$ cat config.mk
export PLATFORM = sky130hd
export DESIGN_NAME = moving_average_acc
export DESIGN_NICKNAME = d
export VERILOG_FILES = /design/src/rtl/moving_average_acc.sv
export SDC_FILE = /design/constraint.sdc
export NUM_CORES = 1
export LEC_CHECK = 0
export CAP_MARGIN = 10
export CORE_MARGIN = 3
export CORE_UTILIZATION = 56
export DETAILED_ROUTE_END_ITERATION = 8
export PLACE_DENSITY = 0.75
export SYNTH_ARGS = -nofsm -noshare
export SYNTH_HDL_FRONTEND = slang
export SYNTH_SLANG_ARGS = --single-unit
$ cat constraint.sdc
create_clock -name clk_in -period 3 [get_ports clk_in]
set_input_delay 0.45 -clock clk_in [delete_from_list [all_inputs] [get_ports clk_in]]
set_output_delay 0.45 -clock clk_in [all_outputs]
set_load 0.03 [all_outputs]
$ cat src/rtl/moving_average_acc.sv
// Moving-average filter: running sum over the last 2**avg_log2 accepted samples.
// A circular buffer supplies the sample leaving the window (the delayed tap).
// Pipeline: capture/tap read -> accumulate -> registered average output.
module moving_average_acc #(
   parameter int unsigned bus_length = 16,
   parameter int unsigned avg_log2   = 5
) (
   input  logic                         clk_in,
   input  logic                         reset_in,
   input  logic                         clear_in,
   input  logic                         data_in_valid,
   input  logic signed [bus_length-1:0] data_in,
   output logic signed [bus_length-1:0] data_out,
   output logic                         data_out_valid,
   output logic                         filled
);

   localparam int unsigned N  = 1 << avg_log2;
   localparam int unsigned AW = bus_length + avg_log2;
   localparam int unsigned CW = avg_log2 + 1;

   logic signed [bus_length-1:0] r_mem [N];
   logic        [avg_log2-1:0]   r_wptr;
   logic        [CW-1:0]         r_count;
   logic signed [bus_length-1:0] r_x;
   logic signed [bus_length-1:0] r_old;
   logic                         r_old_en;
   logic                         r_v1;
   logic                         r_f1;
   logic signed [AW-1:0]         r_acc;
   logic                         r_v2;
   logic                         r_f2;

   logic                         w_accept;
   logic signed [bus_length-1:0] w_old_masked;
   logic signed [AW-1:0]         w_acc_next;

   // Accepted sample; a coincident clear wins and drops it
   assign w_accept     = data_in_valid & ~clear_in;
   // Tap only contributes once the window has been completely filled
   assign w_old_masked = r_old_en ? r_old : '0;
   assign w_acc_next   = r_acc + AW'(r_x) - AW'(w_old_masked);

   // Circular buffer: read-old-data tap and write of the new sample in one cycle
   always_ff @(posedge clk_in) begin
      if (w_accept) begin
         r_old         <= r_mem[r_wptr];
         r_mem[r_wptr] <= data_in;
      end
   end

   // Stage 1: register sample, advance write pointer, track fill count
   always_ff @(posedge clk_in or posedge reset_in) begin
      if (reset_in) begin
         r_wptr   <= '0;
         r_count  <= '0;
         r_x      <= '0;
         r_old_en <= 1'b0;
         r_v1     <= 1'b0;
         r_f1     <= 1'b0;
      end else if (clear_in) begin
         r_wptr   <= '0;
         r_count  <= '0;
         r_old_en <= 1'b0;
         r_v1     <= 1'b0;
         r_f1     <= 1'b0;
      end else begin
         r_v1 <= w_accept;
         if (w_accept) begin
            r_x      <= data_in;
            r_wptr   <= avg_log2'(r_wptr + 1'b1);
            r_old_en <= (r_count == CW'(N));
            r_f1     <= (r_count >= CW'(N - 1));
            if (r_count != CW'(N)) begin
               r_count <= CW'(r_count + 1'b1);
            end
         end
      end
   end

   // Stage 2: running sum update
   always_ff @(posedge clk_in or posedge reset_in) begin
      if (reset_in) begin
         r_acc <= '0;
         r_v2  <= 1'b0;
         r_f2  <= 1'b0;
      end else if (clear_in) begin
         r_acc <= '0;
         r_v2  <= 1'b0;
         r_f2  <= 1'b0;
      end else begin
         r_v2 <= r_v1;
         if (r_v1) begin
            r_acc <= w_acc_next;
            r_f2  <= r_f1;
         end
      end
   end

   // Stage 3: registered average (floor division by arithmetic shift) and status
   always_ff @(posedge clk_in or posedge reset_in) begin
      if (reset_in) begin
         data_out       <= '0;
         data_out_valid <= 1'b0;
         filled         <= 1'b0;
      end else if (clear_in) begin
         data_out_valid <= 1'b0;
         filled         <= 1'b0;
      end else begin
         data_out_valid <= r_v2;
         if (r_v2) begin
            data_out <= bus_length'(r_acc >>> avg_log2);
            if (r_f2) begin
               filled <= 1'b1;
            end
         end
      end
   end

endmodule

==> results by group, run 1 <==
CTS
  – Root Buffer: clkbuf_16
  – H-Tree Depth: 2
  – Clock transition at the registers of the reported paths: 0.06 ns
  – CTS Buf Count: 57
  – CTS tree: built
  – # clock sinks: 599
  – Hold Buf Count CTS: 0
  – Clock Latency Late Sink: 0.61 ns
  – Clock Tree Buf Depth: 3

Global routing
  – Initial antenna violation count: 0
  – Remaining global-route overflow: 0
  – Pin count of the biggest net entering global routing: 40
  – First-pass GRT wire length: 83070 um
  – Vias in the first global route: 13283
  – Total GRT Usage: 24.32%

Synthesis
  – Largest cells by area after synthesis: edfxtp_1, mux4_2, dfrtp_1, a22oi_1, fa_1
  – Top cell type's share of synthesized area: 65.35%
  – Syn Area/Cell: 18.30 um^2
  – Post-synth EDFFs: 528
  – Fraction of registers with async set/reset: 11.85%
  – Sequential share of the synthesized area: 72.68%
  – Synth Instances: 1326
  – Most frequent cell after synthesis: edfxtp_1
  – Syn Nets: 1394
  – Yosys warns: 0
  – Seq cells post-synth: 599
  – Post-synth top area cell: edfxtp_1
  – Top_reg_cell synth: edfxtp_1
  – Synth unique cells: 59
  – Post-synth top cells: edfxtp_1, mux4_2, inv_1
  – Cell area after synthesis: 24260 um^2

Final layout
  – Design Area, Final: 28710 um^2
  – Synth-to-layout area growth: 18.35%
  – # nets final: 1590
  – # fillers: 2727
  – Share of cells above drive strength 1: 28.07%
  – Finished Layout Cells: 2149

Timing
  – Tmin final: 3.204 ns
  – Final Slew Violations: 0
  – Clock skew: 0.01770 ns
  – Relative slew slack: 34.90%
  – Final Hold Fails: 0
  – Final setup viols: 7
  – RSZ-0062 raised after global routing: yes
  – Final WS setup: -0.2038 ns
  – Part of the cycle the worst path needs: 106.8%
  – Peak Freq: 312.1 MHz
  – Slew at the pin closest to its max-slew limit: 0.9765 ns

Worst setup path
  – Flop2flop setup slack: -0.20 ns
  – Critical Path Max Stage Delay: 0.49 ns
  – CP max-delay cell: fa_1
  – Crit path kind: flop to flop
  – CP cell instances: buf_6, buf_12, and2_1, fa_1, inv_2, ha_4, a21o_2, a2bb2oi_2, o31ai_4, a31oi_2, a31o_1, mux2i_1, mux2_1
  – CP Launch Type: flop
  – WP data required: 3.50 ns
  – R2r worst-path depth: 13
  – Worst Path Arrival: 3.70 ns
  – Nature of the critical path endpoint: flop
  – Worst-path fanout max: 7
  – R2r startpoint: r_old_en$_DFFE_PP0P_
  – Reg-to-reg critical path endpoint: r_acc[20]$_DFFE_PP0P_

Die
  – Num rows: 75
  – Core area: 42420 um^2
  – I/O pin total: 38
  – DIE AREA: 45860 um^2
  – Die boundary height: 214.1 um
  – DIE WIDTH: 214.1 um
  – Starting Density: 57.20%

Detailed routing
  – Residual DRC count: 0
  – DRT Pass-1 Iters: 5
  – Antenna viol nets, final: 0
  – 1st-iter DRT viols: 1510
  – Detailed Route WL: 54800 um
  – Vias: 13016
  – Routed len/inst: 25.50 um
  – Via/cell ratio: 6.057

Placement
  – Port Buf Inserts: 37
  – Dpl hpwl: 33980 um
  – RePlAce Congestion: 0.9183
  – Placed cells: 2031
  – Placement Cell Area: 26460 um^2

Hold path
  – Worst Hold Class: input pin to asynchronous set/reset pin

Flow run
  – Number of max-cap violations: 0

Power
  – Pleak: 0.009870 uW
  – Pwr per Cell Area: 731.3 nW/um^2
  – Max IR drop VDD: 0.0005825 V

Outcome
  – Failing checks: negative setup slack
  – Outcome: finished, violations left
[cell type report]
class | count | area, um^2 | share of cell area (%)
sequential | 599 | 17640 | 61.44
multi-input combinational | 578 | 6429 | 22.39
timing repair buffer | 200 | 1728 | 6.018
clock buffer | 74 | 1541 | 5.369
tap | 577 | 721.9 | 2.514
clock inverter | 34 | 325.3 | 1.133
inverter | 86 | 324.1 | 1.129
antenna | 1 | 2.502 | 0.008715
[worst max-delay path, delay by kind of cell, from the launching register on]
family	cells	cell delay (ns)
AO/OA/AOI/OAI	5	0.91
adder cells (fa/ha/maj)	2	0.74
multiplexers	2	0.53
flip-flops	1	0.45
buffers and inverters	3	0.30
AND/OR/NAND/NOR	1	0.14
[metal layers]
metal	track usage (%)	up-vias	share of wire, %
met5	0	-	0
met4	7.407	0	2.7
met3	4.308	98	7.7
met2	39.56	594	50
met1	34.43	6731	40
li1	-	5593	-
[cell usage in the layout, fill, tap and decap left out, types with 5 or more instances in the layout]
| cell | count |
|---|---|
| buf_6 | 7 |
| nor2_1 | 73 |
| clkbuf_16 | 58 |
| or3_1 | 5 |
| a21oi_2 | 7 |
| a22oi_1 | 64 |
| bufinv_16 | 6 |
| clkinv_1 | 14 |
| inv_1 | 79 |
| nand4_1 | 18 |
| nand3_1 | 5 |
| xnor2_1 | 10 |
| edfxtp_1 | 528 |
| and2_1 | 16 |
| buf_4 | 147 |
| clkdlybuf4s50_1 | 36 |
| a21oi_1 | 10 |
| a21o_1 | 11 |
| ha_4 | 10 |
| fa_1 | 19 |
| clkbuf_1 | 13 |
| mux2i_1 | 12 |
| o21ai_0 | 36 |
| ha_1 | 17 |
| mux4_2 | 128 |
| clkinv_2 | 12 |
| inv_2 | 6 |
| xor2_1 | 8 |
| dfrtp_1 | 68 |
| buf_12 | 9 |
| nand2_1 | 50 |
[state kept, by name (all words and copies together), names as in the netlist]
| signal | count |
|---|---|
| data_out | 16 |
| data_out_valid | 1 |
| filled | 1 |
| r_acc | 21 |
| r_count | 6 |
| r_f1 | 1 |
| r_f2 | 1 |
| r_mem | 512 |
| r_old | 16 |
| r_old_en | 1 |
| r_v1 | 1 |
| r_v2 | 1 |
| r_wptr | 5 |
| r_x | 16 |
[cells by family (layout without fill, tap and decap cells)]
logic type / Yosys count / after routing / synth area share (%)
xor gates and xnor gates: 20 / 20 / 0.7220
AOI/OAI and AO/OA: 164 / 164 / 4.652
muxes: 144 / 144 / 12.56
DFF: 599 / 599 / 72.68
and+or+nand+nor: 202 / 202 / 3.935
adders and majority gates: 48 / 48 / 3.094
other: 0 / 1 / 0
buffers and inverters: 149 / 394 / 2.357
[worst max path at each step]
stage | from | depth (start not counted) | slack, ns | end
after floorplan | r_old_en$_DFFE_PP0P_ | 12 | -0.05 | r_acc[20]$_DFFE_PP0P_
after global placement | r_old_en$_DFFE_PP0P_ | 13 | -0.20 | r_acc[20]$_DFFE_PP0P_
after detailed placement | r_old_en$_DFFE_PP0P_ | 13 | -0.31 | r_acc[15]$_DFFE_PP0P_
after CTS | r_old_en$_DFFE_PP0P_ | 12 | -0.22 | r_acc[20]$_DFFE_PP0P_
after global routing | r_old_en$_DFFE_PP0P_ | 13 | -0.34 | r_acc[20]$_DFFE_PP0P_
final | r_old_en$_DFFE_PP0P_ | 13 | -0.20 | r_acc[20]$_DFFE_PP0P_
[metrics by stage]
step	total power [uW]	utilization, %	hold WS (ns)	setup TNS [ns]	setup slack, ns
after floorplan	11880	-	0.4658	-0.05462	-0.05462
after global placement	13220	62.38	0.4630	-0.8843	-0.1995
after detailed placement	13300	62.38	0.4706	-1.676	-0.3077
after CTS	20660	67.20	0.2408	-0.5140	-0.2162
after global routing	21840	67.69	0.3084	-1.667	-0.3371
final	21000	67.69	0.2435	-0.5910	-0.2038
[repair_timing]
action / CTS / global route
resized for setup: 29 / 35
endpoints found under the setup margin: 10 / 13
hold endpoints to repair: 0 / 0
pin swaps: 11 / 15
setup buffers: 2 / 7
[power by group]
group	switching, uW	leakage, uW	internal [uW]
sequential	129	0.00569	9300
clock	3000	0.000920	4140
combinational	2240	0.00325	2190
total	5370	0.00987	15600
(Power assumes the default switching activity.)
==> inputs of run 2 (changes only) <==
- CORE_MARGIN: 3 -> unset
==> run 2 against run 1 <==
The run still ends with negative setup slack left. Combinational power shrank 7.0%. Clock power grew 3%. First-iteration DRC count rose by 2.5%. Via count is 0.41% higher. Hold slack gained 0.0074 ns. Non-clock buffer count shrank 11. Sequential power hardly changed. Sequential share of layout area grew 0.38 points. Cell count shrank 0.51%. Power down 0.61%. Critical endpoint unchanged. Largest power group unchanged.
==> results by group, run 2 (synthesis gave the netlist of run 1 again) <==
Outcome
  – Outcome: finished, violations left
  – Failing checks: negative setup slack

Power
  – Int Power: 15510 uW (-0.72%)
  – Max IR drop VDD: 0.0005176 V (-11%)
  – Logic pwr share: 19.8% (-1.3 points)
  – Clock Power Share: 35.1% (+1.1 points)
  – Flop pwr share: 45.2% (+0.3 points)
  – Net Sw Frac: 25.65% (+0.083 points)
  – Pleak: 0.009797 uW (-0.73%)
  – Pwr per Cell Area: 731.3 nW/um^2 (about the same)
  – Psw: 5353 uW (-0.29%)

Timing
  – Part of the cycle the worst path needs: 105.9% (-0.93 points)
  – Clock skew: 0.02433 ns (+0.006637 ns)
  – Final WS setup: -0.1760 ns (+0.02782 ns)
  – Hold slack: 0.2509 ns (+0.007418 ns)
  – Tmin final: 3.176 ns (-0.02782 ns)
  – Relative slew slack: 42.70% (+7.8 points)
  – Final setup viols: 2 (-5)
  – RSZ-0062 raised after global routing: yes
  – Peak Freq: 314.9 MHz (+0.88%)
  – Final Hold Fails: 0 (unchanged)
  – Slew at the pin closest to its max-slew limit: 0.8595 ns (-0.1170 ns)
  – Final Slew Violations: 0 (unchanged)

CTS
  – # clock sinks: 599 (unchanged)
  – Hold Buf Count CTS: 0 (unchanged)
  – Clock transition at the registers of the reported paths: 0.06 ns (about the same)
  – Clock Tree Buf Depth: 3 (unchanged)
  – CTS Buf Count: 58 (+1.8%)
  – H-Tree Depth: 2 (unchanged)
  – Root Buffer: clkbuf_16
  – Clock Latency Late Sink: 0.63 ns (+0.02 ns)
  – CTS tree: built

Final layout
  – Fin util: 67.42% (-0.27 points)
  – Share of cells above drive strength 1: 26.60% (-1.5 points)
  – Most common cell after layout, fill and taps aside: edfxtp_1
  – Biggest regs: r_mem (512), r_acc (21)
  – Synth-to-layout area growth: 17.62%
  – Design Area, Final: 28530 um^2 (-0.62%)
  – Most frequent cells in the layout: edfxtp_1, buf_4, mux4_2, inv_1, nor2_1
  – # nets final: 1580 (-0.63%)
  – Max reg flops: 512 (unchanged)
  – Largest Register: r_mem
  – Finished Layout Cells: 2138 (-0.51%)

Worst setup path
  – Flop2flop setup slack: -0.18 ns (+0.03 ns)
  – Crit path kind: flop to flop
  – CP Launch Type: flop
  – R2r startpoint: r_old_en$_DFFE_PP0P_
  – Worst-path fanout max: 7 (unchanged)
  – WP data required: 3.49 ns (about the same)
  – Worst Path Arrival: 3.66 ns (-0.04 ns)
  – Nature of the critical path endpoint: flop
  – R2r worst-path depth: 12 (-1)
  – Reg-to-reg critical path endpoint: r_acc[20]$_DFFE_PP0P_

Global routing
  – Top Usage Layer GRT: met2
  – Pin count of the biggest net entering global routing: 49 (+23%)
  – GR Util met1: 35.77% (+1.3 points)
  – Remaining global-route overflow: 0 (unchanged)
  – Met3 usage: 4.887% (+0.58 points)
  – First-pass GRT wire length: 84470 um (+1.7%)
  – Total GRT Usage: 26.39% (+2.1 points)
  – Vias in the first global route: 13332 (+0.37%)
  – Initial antenna violation count: 1 (+1)
  – Met2 usage in global routing: 43.08% (+3.5 points)

Placement
  – Placed cells: 2024 (-0.34%)
  – Dpl hpwl: 34600 um (+1.8%)
  – Placement Cell Area: 26410 um^2 (-0.20%)
  – Place WS: -0.2483 ns (+0.05947 ns)
  – Port Buf Inserts: 37 (unchanged)
  – RePlAce Congestion: 0.8959 (-2.4%)

Die
  – Core area: 42320 um^2 (-0.22%)
  – I/O pin total: 38 (unchanged)
  – Starting Density: 57.32% (+0.13 points)
  – DIE AREA: 44160 um^2 (-3.7%)
  – DIE WIDTH: 210.1 um (-1.9%)
  – Die boundary height: 210.1 um (-1.9%)
  – Num rows: 75 (unchanged)

Flow run
  – Number of max-cap violations: 0 (unchanged)

Hold path
  – Worst Hold Class: input pin to asynchronous set/reset pin

Detailed routing
  – Antenna viol nets, final: 0 (unchanged)
  – Routed len/inst: 26.27 um (+3.0%)
  – Detailed Route WL: 56160 um (+2.5%)
  – Via/cell ratio: 6.113 (+0.93%)
  – Residual DRC count: 0 (unchanged)
  – DRT Pass-1 Iters: 5 (unchanged)
  – Vias: 13070 (+0.41%)
  – 1st-iter DRT viols: 1548 (+2.5%)
## run 2: cell count changes in the layout (fill, tap and decap cells not counted), sizes merged
cell / previous run / this run
buf: 164 / 153
clkinvlp: 0 / 3
clkinv: 26 / 24
bufinv: 6 / 7
clkbuf: 74 / 73
inv: 88 / 87
## run 2: cell type report
cell class / instances / area, um^2
diodes: 1 / 2.502
clock buffers: 73 / 1518
clock inverters: 35 / 402.9
fillers: 2693 / 13790
inverters: 86 / 324.1
multi-input cells: 578 / 6301
flip-flops and latches: 599 / 17640
well taps: 577 / 721.9
repair buffers: 189 / 1624
## run 2: power by group through the flow
stage	clock [uW]	combinational, uW	sequential [uW]
final	7310	4130	9430
after detailed placement	0	3730	9600
after CTS	7410	3900	9430
after floorplan	0	2200	9680
after global routing	7710	4510	9450
after global placement	0	3630	9590
## run 2: how the worst max path moves through the flow
stage                            end  cells past startpoint                 start
2_1_floorplan  r_acc[20]$_DFFE_PP0P_                     12  r_old_en$_DFFE_PP0P_
3_3_place_gp   r_acc[20]$_DFFE_PP0P_                     12  r_old_en$_DFFE_PP0P_
3_5_place_dp   r_acc[20]$_DFFE_PP0P_                     12  r_old_en$_DFFE_PP0P_
4_1_cts        r_acc[20]$_DFFE_PP0P_                     11  r_old_en$_DFFE_PP0P_
5_1_grt        r_acc[20]$_DFFE_PP0P_                     12  r_old_en$_DFFE_PP0P_
6_report       r_acc[20]$_DFFE_PP0P_                     12  r_old_en$_DFFE_PP0P_
## run 2: per-stage QoR
| step | setup TNS [ns] | total power, uW |
|---|---|---|
| 5_1_grt | -1.452 | 21670 |
| 4_1_cts | -0.3000 | 20730 |
| 6_report | -0.2891 | 20870 |
| 2_1_floorplan | -0.05462 | 11880 |
| 3_5_place_dp | -0.8260 | 13330 |
| 3_3_place_gp | -0.5123 | 13220 |
## run 2: critical path, stage by stage, from the launching register on
cell	delay [ns]
dfrtp_2	0.45
buf_2	0.16
and2_1	0.14
fa_1	0.47
inv_1	0.04
ha_1	0.29
and3_4	0.19
a221oi_4	0.28
o31ai_4	0.10
a31oi_2	0.21
a31o_1	0.18
mux2i_1	0.19
mux2_1	0.34
## run 2: timing repair
item | in CTS | in global routing
gates resized for setup | 18 | 16
setup endpoints to repair | 10 | 11
pin swaps | 7 | 9
buffers inserted | 1 | 4
## run 2: per-layer routing
layer  wire length (um)  share of wire (%)
met5                  0                  0
met4               1924                3.4
met3               4917                8.8
met2              27930                 50
met1              21390                 38
==> inputs of run 3 (changes only) <==
- SKIP_CTS_REPAIR_TIMING: unset -> 1
==> run 3 against run 2 <==
The flow still finishes with violations (negative setup slack). Maximum frequency decreased by 1.2%. Clock skew increased by 0.0018 ns. Cell count about the same. Highest routed layer is now met5. Die area unchanged. Global-route usage decreased by 0.080 points. Critical path depth decreased by 1. Clock-buffer cell count unchanged. Non-clock buffer count decreased by 1. Wire length increased by 0.51%. Critical endpoint unchanged. Sequential cell count unchanged. Sequential share of layout area decreased by 0.084 points.
==> results by group, run 3 (synthesis gave the netlist of run 1 again) <==
Global routing
  – Total GRT Usage: 26.31% (-0.080 points)
  – First-pass GRT wire length: 84180 um (-0.34%)
  – Initial antenna violation count: 2 (+1)
  – Remaining global-route overflow: 0 (unchanged)
  – Pin count of the biggest net entering global routing: 49 (unchanged)
  – Vias in the first global route: 13302 (-0.23%)

Power
  – Pwr per Cell Area: 731.7 nW/um^2 (about the same)
  – Max IR drop VDD: 0.0005136 V (-0.78%)
  – Pleak: 0.009806 uW (about the same)

CTS
  – # clock sinks: 599 (unchanged)
  – H-Tree Depth: 2 (unchanged)
  – CTS Buf Count: 58 (unchanged)
  – Clock Tree Buf Depth: 3 (unchanged)
  – Root Buffer: clkbuf_16
  – CTS tree: built
  – Clock Latency Late Sink: 0.63 ns (about the same)
  – Clock transition at the registers of the reported paths: 0.06 ns (about the same)

Worst setup path
  – Worst setup path endpoint: r_acc[20]$_DFFE_PP0P_
  – Crit path kind: flop to flop
  – CP Launch Type: flop
  – Worst Path Arrival: 3.70 ns (+0.04 ns)
  – Nature of the critical path endpoint: flop
  – R2r startpoint: r_old_en$_DFFE_PP0P_
  – Reg-to-reg critical path endpoint: r_acc[20]$_DFFE_PP0P_
  – Worst-path fanout max: 6 (-1)
  – Flop2flop setup slack: -0.21 ns (-0.04 ns)
  – CP Launch Point: r_old_en$_DFFE_PP0P_
  – WP data required: 3.49 ns (about the same)
  – R2r worst-path depth: 11 (-1)

Final layout
  – Most frequent cells in the layout: edfxtp_1, buf_4, mux4_2, inv_1, nor2_1
  – Most common cell after layout, fill and taps aside: edfxtp_1
  – Antenna Cells: 0 (-1)
  – # nets final: 1579 (-0.063%)
  – Synth-to-layout area growth: 17.78%
  – Max reg flops: 512 (unchanged)
  – Biggest regs: r_mem (512), r_acc (21)
  – # fillers: 2681 (-0.45%)
  – Design Area, Final: 28570 um^2 (+0.14%)
  – Finished Layout Cells: 2136 (-0.094%)
  – Share of cells above drive strength 1: 27.13% (+0.53 points)
  – Largest Register: r_mem

Detailed routing
  – Vias: 13129 (+0.45%)
  – Routed len/inst: 26.43 um (+0.61%)
  – Residual DRC count: 0 (unchanged)
  – DRT Pass-1 Iters: 5 (unchanged)
  – Via/cell ratio: 6.147 (+0.55%)
  – Antenna viol nets, final: 0 (unchanged)
  – 1st-iter DRT viols: 1518 (-1.9%)
  – Detailed Route WL: 56450 um (+0.51%)

Placement
  – Port Buf Inserts: 37 (unchanged)
  – Placement Cell Area: 26410 um^2 (unchanged)
  – Dpl hpwl: 34600 um (unchanged)
  – Placed cells: 2024 (unchanged)
  – RePlAce Congestion: 0.8959 (unchanged)

Die
  – I/O pin total: 38 (unchanged)
  – DIE AREA: 44160 um^2 (unchanged)
  – Starting Density: 57.32% (unchanged)
  – Die boundary height: 210.1 um (unchanged)
  – DIE WIDTH: 210.1 um (unchanged)
  – Num rows: 75 (unchanged)
  – Core area: 42320 um^2 (unchanged)

Timing
  – Final setup viols: 4 (+2)
  – Slew at the pin closest to its max-slew limit: 0.8370 ns (-0.02247 ns)
  – Final Hold Fails: 0 (unchanged)
  – Final Slew Violations: 0 (unchanged)
  – Relative slew slack: 44.20% (+1.5 points)
  – Part of the cycle the worst path needs: 107.1% (+1.2 points)
  – RSZ-0062 raised after global routing: yes
  – Final WS setup: -0.2131 ns (-0.03709 ns)
  – Clock skew: 0.02609 ns (+0.001752 ns)
  – Setup TNS Final: -0.2501 ns (+0.03905 ns)
  – Hold slack: 0.2489 ns (-0.002010 ns)
  – Tmin final: 3.213 ns (+0.03709 ns)
  – Peak Freq: 311.2 MHz (-1.2%)

Hold path
  – Worst Hold Class: input pin to asynchronous set/reset pin

Flow run
  – Number of max-cap violations: 0 (unchanged)

Outcome
  – Failing checks: negative setup slack
  – Outcome: finished, violations left
## run 3: changes by cell type in the layout (fill, tap and decap cells not counted), sizes merged
cell   before  now
buf       153  152
diode       1    0
## run 3: per-stage QoR
step / util (%) / power [uW] / worst slack, ns
CTS: 66.94 / 20600 / -0.2575
floorplan: - / 11880 / -0.05462
finish: 67.52 / 20910 / -0.2131
global placement: 62.40 / 13220 / -0.1867
detailed placement: 62.40 / 13330 / -0.2483
global route: 67.52 / 21660 / -0.3072
## run 3: how the worst min path moves through the flow
stage / start / to / slack (ns) / cells past startpoint
6_report: reset_in / r_x[5]$_DFFE_PP0P_ / 0.25 / 2
2_1_floorplan: r_acc[17]$_DFFE_PP0P_ / r_acc[17]$_DFFE_PP0P_ / 0.47 / 1
3_5_place_dp: data_out[2]$_DFFE_PP0P_ / data_out[2]$_DFFE_PP0P_ / 0.47 / 2
3_3_place_gp: data_out[10]$_DFFE_PP0P_ / data_out[10]$_DFFE_PP0P_ / 0.46 / 2
4_1_cts: clear_in / filled$_DFFE_PP0P_ / 0.23 / 2
5_1_grt: clear_in / r_count[2]$_DFFE_PP0P_ / 0.27 / 2
## run 3: cell type report
cell class	count	area, um^2	area share (%)
Sequential cell	599	17640	61.74
Tap cell	577	721.9	2.527
Multi-Input combinational cell	578	6344	22.20
Inverter	86	324.1	1.134
Timing Repair Buffer	188	1623	5.679
Clock inverter	35	402.9	1.410
Clock buffer	73	1518	5.312
## run 3: where the power goes
part	switching, uW	internal (uW)	total, uW
registers	132	9300	9430
logic	2130	1990	4130
clock network	3140	4210	7350
total	5410	15500	20900
## run 3: worst max-delay path, stage by stage (launching register included)
cell and delay [ns]:
dfrtp_2 0.45, and2_4 0.16, fa_1 0.50, inv_2 0.05, fa_2 0.34, a21o_1 0.20
a221oi_4 0.31, o31ai_4 0.12, a31oi_2 0.23, a31o_1 0.18, mux2i_1 0.19, mux2_1 0.34
## run 3: layer usage
metal,routed length (um),global-route usage [%],vias up
met4,1973,10.14,2
met1,21920,35.28,6798
met5,11,0,-
li1,-,-,5579
met2,27880,42.97,630
met3,4660,5.289,120
